## config.mk

```make
export PLATFORM = sky130hd
export DESIGN_NAME = bs_gnrtr_n_rbtr
export DESIGN_NICKNAME = d
export VERILOG_FILES = /design/src/rtl/bus_pkg.sv /design/src/rtl/bus_lane_arbiter.sv /design/src/rtl/bs_gnrtr_n_rbtr.sv
export SDC_FILE = /design/constraint.sdc
export NUM_CORES = 1
export LEC_CHECK = 0
export BUFFER_PORTS_ARGS = -buffer_cell sky130_fd_sc_hd__buf_2
export CELL_PAD_IN_SITES_DETAIL_PLACEMENT = 1
export CELL_PAD_IN_SITES_GLOBAL_PLACEMENT = 1
export CORE_ASPECT_RATIO = 0.8
export CORE_MARGIN = 8
export CORE_UTILIZATION = 28
export CTS_CLUSTER_SIZE = 24
export DETAILED_ROUTE_END_ITERATION = 7
export HOLD_SLACK_MARGIN = 0.05
export PLACE_DENSITY_LB_ADDON = 0.1
export SLEW_MARGIN = 20
export SYNTH_ARGS = -nofsm -noshare
export SYNTH_HDL_FRONTEND = slang
export SYNTH_SLANG_ARGS = --single-unit
```

## constraint.sdc

```tcl
create_clock -name clk -period 2.2 [get_ports clk]
set_clock_uncertainty 0.2 [all_clocks]
set_input_delay 0.11 -clock clk [delete_from_list [all_inputs] [get_ports clk]]
set_output_delay 0.11 -clock clk [all_outputs]
set_load 0.02 [all_outputs]
```

## src/rtl/bus_pkg.sv

```systemverilog
// Shared constants, FSM state type and header decode for the packet bus arbiter.
package bus_pkg;

    localparam int unsigned     ID_W      = 8;
    localparam logic [ID_W-1:0] BROADCAST = 8'hFF;
    localparam int unsigned     PKT_MAX   = 256;

    typedef enum logic [1:0] {ARB, POP, PUSH} arb_state_t;

    // Destination ID sits in the top ID_W bits of a packet that is sz bits wide.
    function automatic logic [ID_W-1:0] dest_of(input logic [PKT_MAX-1:0] pkt,
                                                input int unsigned        sz);
        return ID_W'(pkt >> (sz - ID_W));
    endfunction

endpackage

```

## src/rtl/bus_lane_arbiter.sv

```systemverilog
// One bus lane: round-robin grant, single-cycle pop, then routed push of the latched packet.
module bus_lane_arbiter
    import bus_pkg::*;
#(
    parameter int unsigned     drvrs     = 4,
    parameter int unsigned     pckg_sz   = 16,
    parameter logic [ID_W-1:0] broadcast = BROADCAST
) (
    input  logic                              clk,
    input  logic                              reset,
    input  logic [drvrs-1:0]                  pndng,
    input  logic [drvrs-1:0][pckg_sz-1:0]     D_pop,
    output logic [drvrs-1:0]                  push,
    output logic [drvrs-1:0]                  pop,
    output logic [drvrs-1:0][pckg_sz-1:0]     D_push
);

    localparam int unsigned IDX_W = (drvrs > 1) ? $clog2(drvrs) : 1;

    arb_state_t               state_q, state_d;
    logic [IDX_W-1:0]         rr_q, rr_d;
    logic [IDX_W-1:0]         src_q, src_d;
    logic [pckg_sz-1:0]       pkt_q, pkt_d;
    logic [drvrs-1:0]         pop_q, pop_d;
    logic [drvrs-1:0]         push_q, push_d;
    logic [IDX_W-1:0]         grant;
    logic [ID_W-1:0]          dest;

    function automatic logic [IDX_W-1:0] first_pending(input logic [drvrs-1:0] req,
                                                       input logic [IDX_W-1:0]  start);
        logic [IDX_W-1:0] g;
        logic             found;
        int unsigned      idx;
        g     = start;
        found = 1'b0;
        for (int unsigned i = 0; i < drvrs; i++) begin
            idx = 32'(start) + i;
            if (idx >= drvrs) idx = idx - drvrs;
            if (!found && req[idx]) begin
                found = 1'b1;
                g     = IDX_W'(idx);
            end
        end
        return g;
    endfunction

    always_ff @(posedge clk) begin
        if (reset) begin
            state_q <= ARB;
            rr_q    <= '0;
            src_q   <= '0;
            pkt_q   <= '0;
            pop_q   <= '0;
            push_q  <= '0;
        end else begin
            state_q <= state_d;
            rr_q    <= rr_d;
            src_q   <= src_d;
            pkt_q   <= pkt_d;
            pop_q   <= pop_d;
            push_q  <= push_d;
        end
    end

    always_comb begin
        state_d = state_q;
        case (state_q)
            ARB:     if (|pndng) state_d = POP;
            POP:     state_d = PUSH;
            PUSH:    state_d = ARB;
            default: state_d = ARB;
        endcase
    end

    // Strobes are computed one state ahead so that pop/push come straight off flops.
    always_comb begin
        grant  = first_pending(pndng, rr_q);
        dest   = dest_of(PKT_MAX'(D_pop[src_q]), pckg_sz);
        rr_d   = rr_q;
        src_d  = src_q;
        pkt_d  = pkt_q;
        pop_d  = '0;
        push_d = '0;
        case (state_q)
            ARB: begin
                if (|pndng) begin
                    src_d        = grant;
                    pop_d[grant] = 1'b1;
                end
            end
            POP: begin
                pkt_d = D_pop[src_q];
                rr_d  = (src_q == IDX_W'(drvrs - 1)) ? '0 : src_q + 1'b1;
                if (dest == broadcast) begin
                    push_d        = '1;
                    push_d[src_q] = 1'b0;
                end else if (dest < ID_W'(drvrs)) begin
                    push_d[dest[IDX_W-1:0]] = 1'b1;
                end
            end
            default: ;
        endcase
    end

    assign pop    = pop_q;
    assign push   = push_q;
    assign D_push = {drvrs{pkt_q}};

endmodule

```

## src/rtl/bs_gnrtr_n_rbtr.sv

```systemverilog
// Shared-bus generator and round-robin arbiter: one independent arbiter per bus lane.
module bs_gnrtr_n_rbtr
    import bus_pkg::*;
#(
    parameter int unsigned     bits      = 1,
    parameter int unsigned     drvrs     = 4,
    parameter int unsigned     pckg_sz   = 16,
    parameter logic [ID_W-1:0] broadcast = {8{1'b1}}
) (
    input  logic                                       clk,
    input  logic                                       reset,
    input  logic [bits-1:0][drvrs-1:0]                 pndng,
    output logic [bits-1:0][drvrs-1:0]                 push,
    output logic [bits-1:0][drvrs-1:0]                 pop,
    input  logic [bits-1:0][drvrs-1:0][pckg_sz-1:0]    D_pop,
    output logic [bits-1:0][drvrs-1:0][pckg_sz-1:0]    D_push
);

    for (genvar l = 0; l < bits; l++) begin : g_lane
        bus_lane_arbiter #(
            .drvrs     (drvrs),
            .pckg_sz   (pckg_sz),
            .broadcast (broadcast)
        ) u_lane (
            .clk    (clk),
            .reset  (reset),
            .pndng  (pndng[l]),
            .D_pop  (D_pop[l]),
            .push   (push[l]),
            .pop    (pop[l]),
            .D_push (D_push[l])
        );
    end

endmodule

```

==> results.toml, run 1 <==
[run_status]
outcome = "finished clean"

[global_route]
grt_max_degree = 24
grt_use_total_pct = 12.9
overflow = 0
grt_pass1_wl_um = 10600
grt_pass1_vias = 2000
grt_antenna_before_repair = 0

[detailed_routing]
drc = 0
vias = 1865
drtIter0Drc = 56
wirelength_um = 6790
detail_route.first_pass.iterations = 4
antenna_left = 0
vias_per_cell = 4.69
wl_per_cell_um = 17.1

[critical_path]
reg2reg_from = "g_lane[0].u_lane.src_q[0]$_SDFFE_PP0N_"
crit_start = "g_lane[0].u_lane.src_q[0]$_SDFFE_PP0N_"
startpoint_type = "flip-flop"
crit_arrival_ps = 1980
r2r.worst_path.cells = 5
rr_endpoint = "g_lane[0].u_lane.push[1]$_SDFF_PP0_"
crit_path_end_kind = "flip-flop"
cp.required_ps = 2160
r2r_setup_slack_ps = 180
critPathKind = "reg2reg"
endpoint = "g_lane[0].u_lane.push[1]$_SDFF_PP0_"
critPathMaxFanout = 9

[clocking]
cts_buffer_depth = 2
cts_root_buffer = "clkbuf_8"
cts_hold_buf = 1
clock-sinks = 30
cts.clk_slew.worst_paths_ps = 60
htreeDepth = 2
cts_tree = "yes"
post_cts_resized = 0
worstSkewPairLatency_ps = 280
post_cts_buffers = 0
cts_buffers = 5

[placement]
gp_congestion = 0.779
placed_cells = 390
portBuffers = 141
hpwl_um = 5760

[power_and_ir_drop]
p_leak_nw = 1.29
powerDensity_nw_per_um2 = 626
total_power_mw = 1.60
ir_worst_vdd_uv = 173

[logic_synthesis]
synth-main-ff-cell = "dfxtp_1"
synth_cell_types = 36
yosysWarnings = 0
postSynthNetCount = 285
ys_seq_elements = 30
syn-mean-instance-area_um2 = 9.48
synth_edf_count = 0
synth_cells = 211
seq_area_frac_synth_pct = 30.0
synth_area_um2 = 2000
synthArstFlopShare_pct = 0

[timing]
worstMarginPinSlew_ps = 607
min_period_over_period_pct = 91.8
fmax_mhz = 495
rsz0062_at_grt = "no"
tns_ps = 0
period_needed_ps = 2020
finalHoldViolCount = 0
setup_viol = 0
timing.slew.headroom_pct = 58.5
timing_max_transition_violations_final = 0

[floorplanning]
core_um2 = 6890
num_rows = 27
die_y_um = 91.6
ios = 142
start_util_pct = 29.0
die_w_um = 111
die_area_um2 = 10100

[layout]
utilization_pct = 37.2
syn2layout_area_growth_pct = 28.0
num_antenna_cells = 0
finalNonFillerCells = 398
nFillCells = 855
multi_input_area_um2 = 977
ff_latch_area_um2 = 601
nets = 385
layout-drive-gt1-share_pct = 54.7
final_common_cell = "buf_2"
final_cell_mix = "141 x buf_2, 36 x nand2_1, 30 x dfxtp_1"

[min_path]
hold_class = "in2reg"
hold_depth = 4

[flow_run]
cap_violations = 0
-- cells in the mapped netlist, types with 2 or more instances --
cell      number  area, um^2
nor2_1         6        22.5
nand4b_1       2        17.5
inv_1          4        15.0
nor2b_1        5        31.3
a21oi_1       20         100
o41ai_1        4        35.0
nor3_1         2        10.0
buf_2          2        10.0
o31ai_1        2        15.0
dfxtp_1       30         601
nor4_1         3        18.8
and3_1         2        12.5
nor3b_1        2        15.0
nand2_1       36         135
clkbuf_1       6        22.5
buf_4         48         360
mux4_2        11         248
mux4_1         5         131
ha_1           4        50.1
-- cells by family after synthesis --
kind of cell / share of synthesized area [%]
adder cells (fa/ha/maj): 2.50
multiplexers: 18.9
flip-flops: 30.0
AO/OA/AOI/OAI: 10.4
buffers and inverters: 21.1
AND/OR/NAND/NOR: 16.9
-- through the flow --
stage                     setup slack, ps  cell area (um^2)  hold slack, ps
final                                 180              2560            96.6
after CTS                             155              2560            96.6
after global placement                235              2470             170
after global routing                 46.0              2560             110
after detailed placement              179              2470             172
after floorplan                       324              2000           -18.4
-- cell type report --
| class | count | area share [%] |
|---|---|---|
| Multi-Input combinational cell | 119 | 38.2 |
| Timing Repair Buffer | 151 | 30.6 |
| Sequential cell | 30 | 23.4 |
| Tap cell | 87 | 4.25 |
| Clock buffer | 7 | 2.98 |
| Inverter | 4 | 0.586 |
-- where the power goes --
part / internal, mW / leakage (nW) / switching, mW
Combinational: 0.235 / 1.01 / 0.330
Sequential: 0.582 / 0.245 / 0.0403
Clock: 0.217 / 0.0383 / 0.199
-- state kept, by name (all words and copies together) (netlist names) --
register / count
g_lane.u_lane.src_q: 2
g_lane.u_lane.pkt_q: 16
g_lane.u_lane.push: 4
g_lane.u_lane.rr_q: 2
g_lane.u_lane.state_q: 2
g_lane.u_lane.pop: 4
-- how the worst min path moves through the flow --
| stage | from | endpoint |
|---|---|---|
| 2_1_floorplan | reset | g_lane[0].u_lane.src_q[1]$_SDFFE_PP0N_ |
| 3_3_place_gp | reset | g_lane[0].u_lane.state_q[1]$_SDFFE_PP0P_ |
| 3_5_place_dp | reset | g_lane[0].u_lane.state_q[1]$_SDFFE_PP0P_ |
| 4_1_cts | D_pop[33] | g_lane[0].u_lane.pkt_q[1]$_SDFFE_PP0N_ |
| 5_1_grt | D_pop[1] | g_lane[0].u_lane.pkt_q[1]$_SDFFE_PP0N_ |
| 6_report | D_pop[33] | g_lane[0].u_lane.pkt_q[1]$_SDFFE_PP0N_ |
-- routing by layer --
metal	up-vias	track usage (%)	routed length [um]
li1	906	-	-
met3	6	5.00	505
met5	-	0	0
met4	0	4.38	59
met2	67	20.7	3250
met1	886	15.5	2980
-- worst max-delay path: stages, from the launching register on --
cell      delay (ps)
dfxtp_1          330
buf_4            200
mux4_2           580
nor4b_4          370
nand4b_1         140
o41ai_1           90
(Power assumes the default switching activity.)
==> inputs of run 2 (changes only) <==
- RECOVER_POWER: unset -> 25
==> run 2 against run 1 <==
  * Largest power group unchanged
  * Non-clock buffer count unchanged
  * Clock power hardly changed
  * Highest routed layer unchanged
  * Global-route usage is the same
  * Setup slack got worse by 11 ps
  * Wire length is 0.46% higher
  * Largest cell class unchanged
  * Critical path depth shrank 1
  * Maximum frequency down 0.55%
  * Power is 0.45% lower
  * Count of clock-buffer cells in the layout unchanged
  * First-iteration DRC count increased by 3.6%
  * Register-to-register slack about the same
==> results.toml, run 2 (same netlist as run 1, synthesis figures left out) <==
[run_status]
outcome = "finished clean"

[placement]
portBuffers = 141
placed_cells = 390
hpwl_um = 5760
placed_cell_area_um2 = 2470
gp_congestion = 0.779

[clocking]
worstSkewPairLatency_ps = 280
post_cts_buffers = 0
clock-sinks = 30
htreeDepth = 2
cts_buffer_depth = 2
cts_tree = "yes"
cts.clk_slew.worst_paths_ps = 60
cts_root_buffer = "clkbuf_8"
cts_buffers = 5

[detailed_routing]
vias = 1874
wl_per_cell_um = 17.1
antenna_left = 0
detail_route.first_pass.iterations = 4
wirelength_um = 6820
drc = 0
vias_per_cell = 4.71
drtIter0Drc = 58

[power_and_ir_drop]
power_frac_comb_pct = 34.9
powerDensity_nw_per_um2 = 631
intPower_mw = 1.03
total_power_mw = 1.60
p_clk_share_pct = 26.1
p_seq_share_pct = 39.0
sw_frac_of_total_pct = 35.7
p_leak_nw = 1.19
netSwitchingPower_uw = 571
ir_worst_vdd_uv = 173

[timing]
rsz0062_at_grt = "no"
setup_viol = 0
fmax_mhz = 492
worstMarginPinSlew_ps = 616
min_period_over_period_pct = 92.3
timing_max_transition_violations_final = 0
timing.slew.headroom_pct = 57.9
period_needed_ps = 2030
holdWs_ps = 97.0
finalHoldViolCount = 0
tns_ps = 0

[layout]
final_common_cell = "buf_2"
post-route-cell-area_um2 = 2530
largest_reg_flops = 16
syn2layout_area_growth_pct = 26.5
num_antenna_cells = 0
finalNonFillerCells = 398
final_cell_mix = "116 x buf_2, 36 x nand2_1, 30 x dfxtp_1"
regMostFlops = "g_lane.u_lane.pkt_q"
nets = 385
nFillCells = 865
layout-drive-gt1-share_pct = 46.6

[floorplanning]
core_um2 = 6890
die_y_um = 91.6
die_area_um2 = 10100
num_rows = 27
start_util_pct = 29.0
die_w_um = 111
ios = 142

[min_path]
hold_class = "in2reg"

[global_route]
grt_max_degree = 24
grt_use_total_pct = 12.9
grt_antenna_before_repair = 0
overflow = 0
grt_pass1_vias = 2000
grt_pass1_wl_um = 10600

[critical_path]
critPathKind = "reg2reg"
crit_path_end_kind = "flip-flop"
critPathMaxFanout = 10
startpoint_type = "flip-flop"
cp.required_ps = 2160
crit_arrival_ps = 1990

[flow_run]
cap_violations = 0
## run 2: worst paths after layout
path                                          start                                     end  slack (ps)  cells after the start
max reg2reg  g_lane[0].u_lane.src_q[1]$_SDFFE_PP0N_     g_lane[0].u_lane.push[1]$_SDFF_PP0_         170                      4
max          g_lane[0].u_lane.src_q[1]$_SDFFE_PP0N_     g_lane[0].u_lane.push[1]$_SDFF_PP0_         170                      4
min reg2reg  g_lane[0].u_lane.src_q[0]$_SDFFE_PP0N_  g_lane[0].u_lane.src_q[0]$_SDFFE_PP0N_         260                      2
min                                       D_pop[33]  g_lane[0].u_lane.pkt_q[1]$_SDFFE_PP0N_         100                      4
## run 2: cell type report
class | instances | area [um^2] | area share [%]
Inverter | 4 | 15.0 | 0.593
Sequential cell | 30 | 601 | 23.7
Tap cell | 87 | 109 | 4.30
Multi-Input combinational cell | 119 | 977 | 38.6
Timing Repair Buffer | 151 | 752 | 29.7
Clock buffer | 7 | 76.3 | 3.02
## run 2: worst max-delay path: stages (launching register included)
cell and delay, ps:
dfxtp_1 570, buf_4 270, mux4_1 320, nand3_2 150, o41ai_1 390
## run 2: metrics by stage
step	utilization (%)	worst slack [ps]
after global routing	36.7	46.0
after global placement	35.9	235
final	36.7	169
after detailed placement	35.9	179
after CTS	37.2	155
after floorplan	-	324
## run 2: routing by layer
| metal | up-vias | share of wire [%] | global-route usage, % | wire length, um |
|---|---|---|---|---|
| met2 | 65 | 48 | 20.7 | 3240 |
| li1 | 909 | - | - | - |
| met4 | 0 | 0.87 | 4.38 | 59 |
| met5 | - | 0 | 0 | 0 |
| met1 | 895 | 44 | 15.5 | 3010 |
| met3 | 5 | 7.5 | 5.00 | 511 |
## run 2: power groups by stage
stage	combinational, mW	clock [mW]	sequential, mW
3_5_place_dp	0.573	0	0.637
4_1_cts	0.575	0.437	0.624
5_1_grt	0.604	0.471	0.632
3_3_place_gp	0.572	0	0.634
2_1_floorplan	0.406	0	0.664
6_report	0.557	0.416	0.623
## run 2: repair_timing
action / 4_1_cts / 5_1_grt
gates resized for setup: 0 / 0
hold buffers: 1 / 0
endpoints found under the setup margin: 0 / 0
hold endpoints to repair: 1 / 0
==> inputs of run 3 (changes only) <==
- ABC_AREA: unset -> 1
- CELL_PAD_IN_SITES_DETAIL_PLACEMENT: 1 -> 0
- CELL_PAD_IN_SITES_GLOBAL_PLACEMENT: 1 -> 2
- CORE_UTILIZATION: 28 -> 21
- clock period: 2.2 -> 2 ns (I/O delays scaled with it)
==> run 3 against run 2 <==
  * Hold slack got worse by 42 ps
  * Largest power group is now combinational logic
  * Count of clock-buffer cells in the layout decreased by 1
  * Via count grew 37%
  * Final cell count is 57% higher
  * Synthesized area rose by 18%
  * Power is 72% higher
==> results.toml, run 3 <==
[run_status]
outcome = "finished clean"

[critical_path]
critPathKind = "reg2reg"
r2r_setup_slack_ps = 210
startpoint_type = "flip-flop"
crit_arrival_ps = 1800
crit_path_end_kind = "flip-flop"
cp.required_ps = 2010
critPathMaxFanout = 19

[clocking]
htreeDepth = 2
cts_root_buffer = "clkbuf_16"
clock-sinks = 30
cts_tree = "yes"
cts_buffers = 5
worstSkewPairLatency_ps = 270
cts_buffer_depth = 2
cts.clk_slew.worst_paths_ps = 60

[timing]
min_period_over_period_pct = 89.7
tns_ps = 0
timing.slew.headroom_pct = 77.3
rsz0062_at_grt = "no"
setup_viol = 0
fmax_mhz = 558
period_needed_ps = 1790
finalHoldViolCount = 0
worstMarginPinSlew_ps = 339
timing_max_transition_violations_final = 0

[layout]
largest_reg_flops = 16
multi_input_area_um2 = 1140
regMostFlops = "g_lane.u_lane.pkt_q"
ff_latch_area_um2 = 601
num_antenna_cells = 0
nFillCells = 1269
nets = 554
syn2layout_area_growth_pct = 31.4
final_cell_mix = "117 x buf_2, 76 x nand2_1, 48 x nor2_1"
layout-drive-gt1-share_pct = 31.8
final_common_cell = "buf_2"

[power_and_ir_drop]
ir_worst_vdd_uv = 380
powerDensity_nw_per_um2 = 890
p_leak_nw = 1.66
total_power_mw = 2.75

[floorplanning]
ios = 142
start_util_pct = 21.6
die_w_um = 134
die_y_um = 111
die_area_um2 = 14900
num_rows = 34
core_um2 = 10900

[placement]
portBuffers = 141
gp_congestion = 0.738
hpwl_um = 6630

[logic_synthesis]
synth-main-ff-cell = "dfxtp_1"
synth_cells = 375
synth_area_um2 = 2350
synthTopCellsByArea = "dfxtp_1 26%, buf_4 16%, nand2_1 12%"
synthArstFlopShare_pct = 0
yosysWarnings = 0
postSynthNetCount = 449
synth.most_common_cell = "nand2_1"
ys_top_cells_by_count = "76 x nand2_1, 51 x buf_4, 49 x nor2_1, 41 x o21ai_0, 37 x inv_1"
synth_cell_types = 27
yosysTopAreaCell = "dfxtp_1"
synth_top_area_share_pct = 25.5
syn-mean-instance-area_um2 = 6.28
seq_area_frac_synth_pct = 25.5
synth_edf_count = 0
ys_seq_elements = 30

[min_path]
hold_class = "in2reg"

[detailed_routing]
wl_per_cell_um = 13.6
wirelength_um = 8510
drtIter0Drc = 119
detail_route.first_pass.iterations = 4
vias = 2568
vias_per_cell = 4.11
drc = 0
antenna_left = 0

[global_route]
use_met3_pct = 3.03
grt_use_total_pct = 11.2
grt.busiest_layer = "met2"
met1_usage_pct = 15.1
grt_pass1_vias = 2567
grt_pass1_wl_um = 13500
use_met2_pct = 17.1
grt_max_degree = 20
overflow = 0
grt_antenna_before_repair = 0

[flow_run]
cap_violations = 0
[run 3: worst paths after layout]
check	from	end	cells after the start
max reg2reg	g_lane[0].u_lane.src_q[0]$_SDFFE_PP0N_	g_lane[0].u_lane.push[3]$_SDFF_PP0_	6
max	g_lane[0].u_lane.src_q[0]$_SDFFE_PP0N_	g_lane[0].u_lane.push[3]$_SDFF_PP0_	6
min reg2reg	g_lane[0].u_lane.pkt_q[12]$_SDFFE_PP0N_	g_lane[0].u_lane.pkt_q[12]$_SDFFE_PP0N_	2
min	D_pop[52]	g_lane[0].u_lane.pkt_q[4]$_SDFFE_PP0N_	5
[run 3: per-layer routing]
layer | vias to the layer above | share of wire [%]
met3 | 4 | 7.1
met2 | 86 | 44
met1 | 1128 | 48
li1 | 1350 | -
met4 | 0 | 0.76
met5 | - | 0
[run 3: final cells by class]
type | count | share of cell area, %
sequential | 30 | 19.4
multi-input combinational | 238 | 36.9
inverter | 43 | 5.22
tap | 144 | 5.83
timing repair buffer | 162 | 27.8
clock inverter | 2 | 0.405
clock buffer | 6 | 4.49
[run 3: stage by stage]
| step | worst slack, ps | util [%] | area, um^2 | hold WS [ps] | instances |
|---|---|---|---|---|---|
| final | 207 | 28.4 | 3090 | 55.5 | 625 |
| after global routing | 37.6 | 28.4 | 3090 | 96.5 | 625 |
| after CTS | 197 | 28.7 | 3120 | 50.7 | 625 |
| after detailed placement | 219 | 26.4 | 2870 | 294 | 607 |
| after global placement | 213 | 26.4 | 2870 | 285 | 607 |
| after floorplan | 373 | - | 2350 | -5.52 | 375 |
[run 3: worst max-delay path, stage by stage, from the launching register on]
cell	delay, ps
dfxtp_1	320
inv_2	270
o21ai_0	120
o21a_1	250
nor3_2	310
nand3_1	110
a21oi_1	140
[run 3: repair_timing]
item,in CTS,in global routing
hold buffers,10,0
gates resized for setup,0,0
hold endpoints to repair,8,0
buffers inserted,0,0
[run 3: logic make-up (layout without fill, tap and decap cells)]
kind of cell	after synthesis	after routing	share of synthesized area, %
compound gates	76	76	17.7
fa+ha+maj	4	4	2.13
flops	30	30	25.5
simple gates	158	158	28.6
buf+inv	107	213	26.1
[run 3: power breakdown]
| part | internal (mW) | switching, mW | total (mW) |
|---|---|---|---|
| Clock | 0.492 | 0.268 | 0.760 |
| Sequential | 0.668 | 0.0585 | 0.727 |
| Combinational | 0.416 | 0.850 | 1.27 |
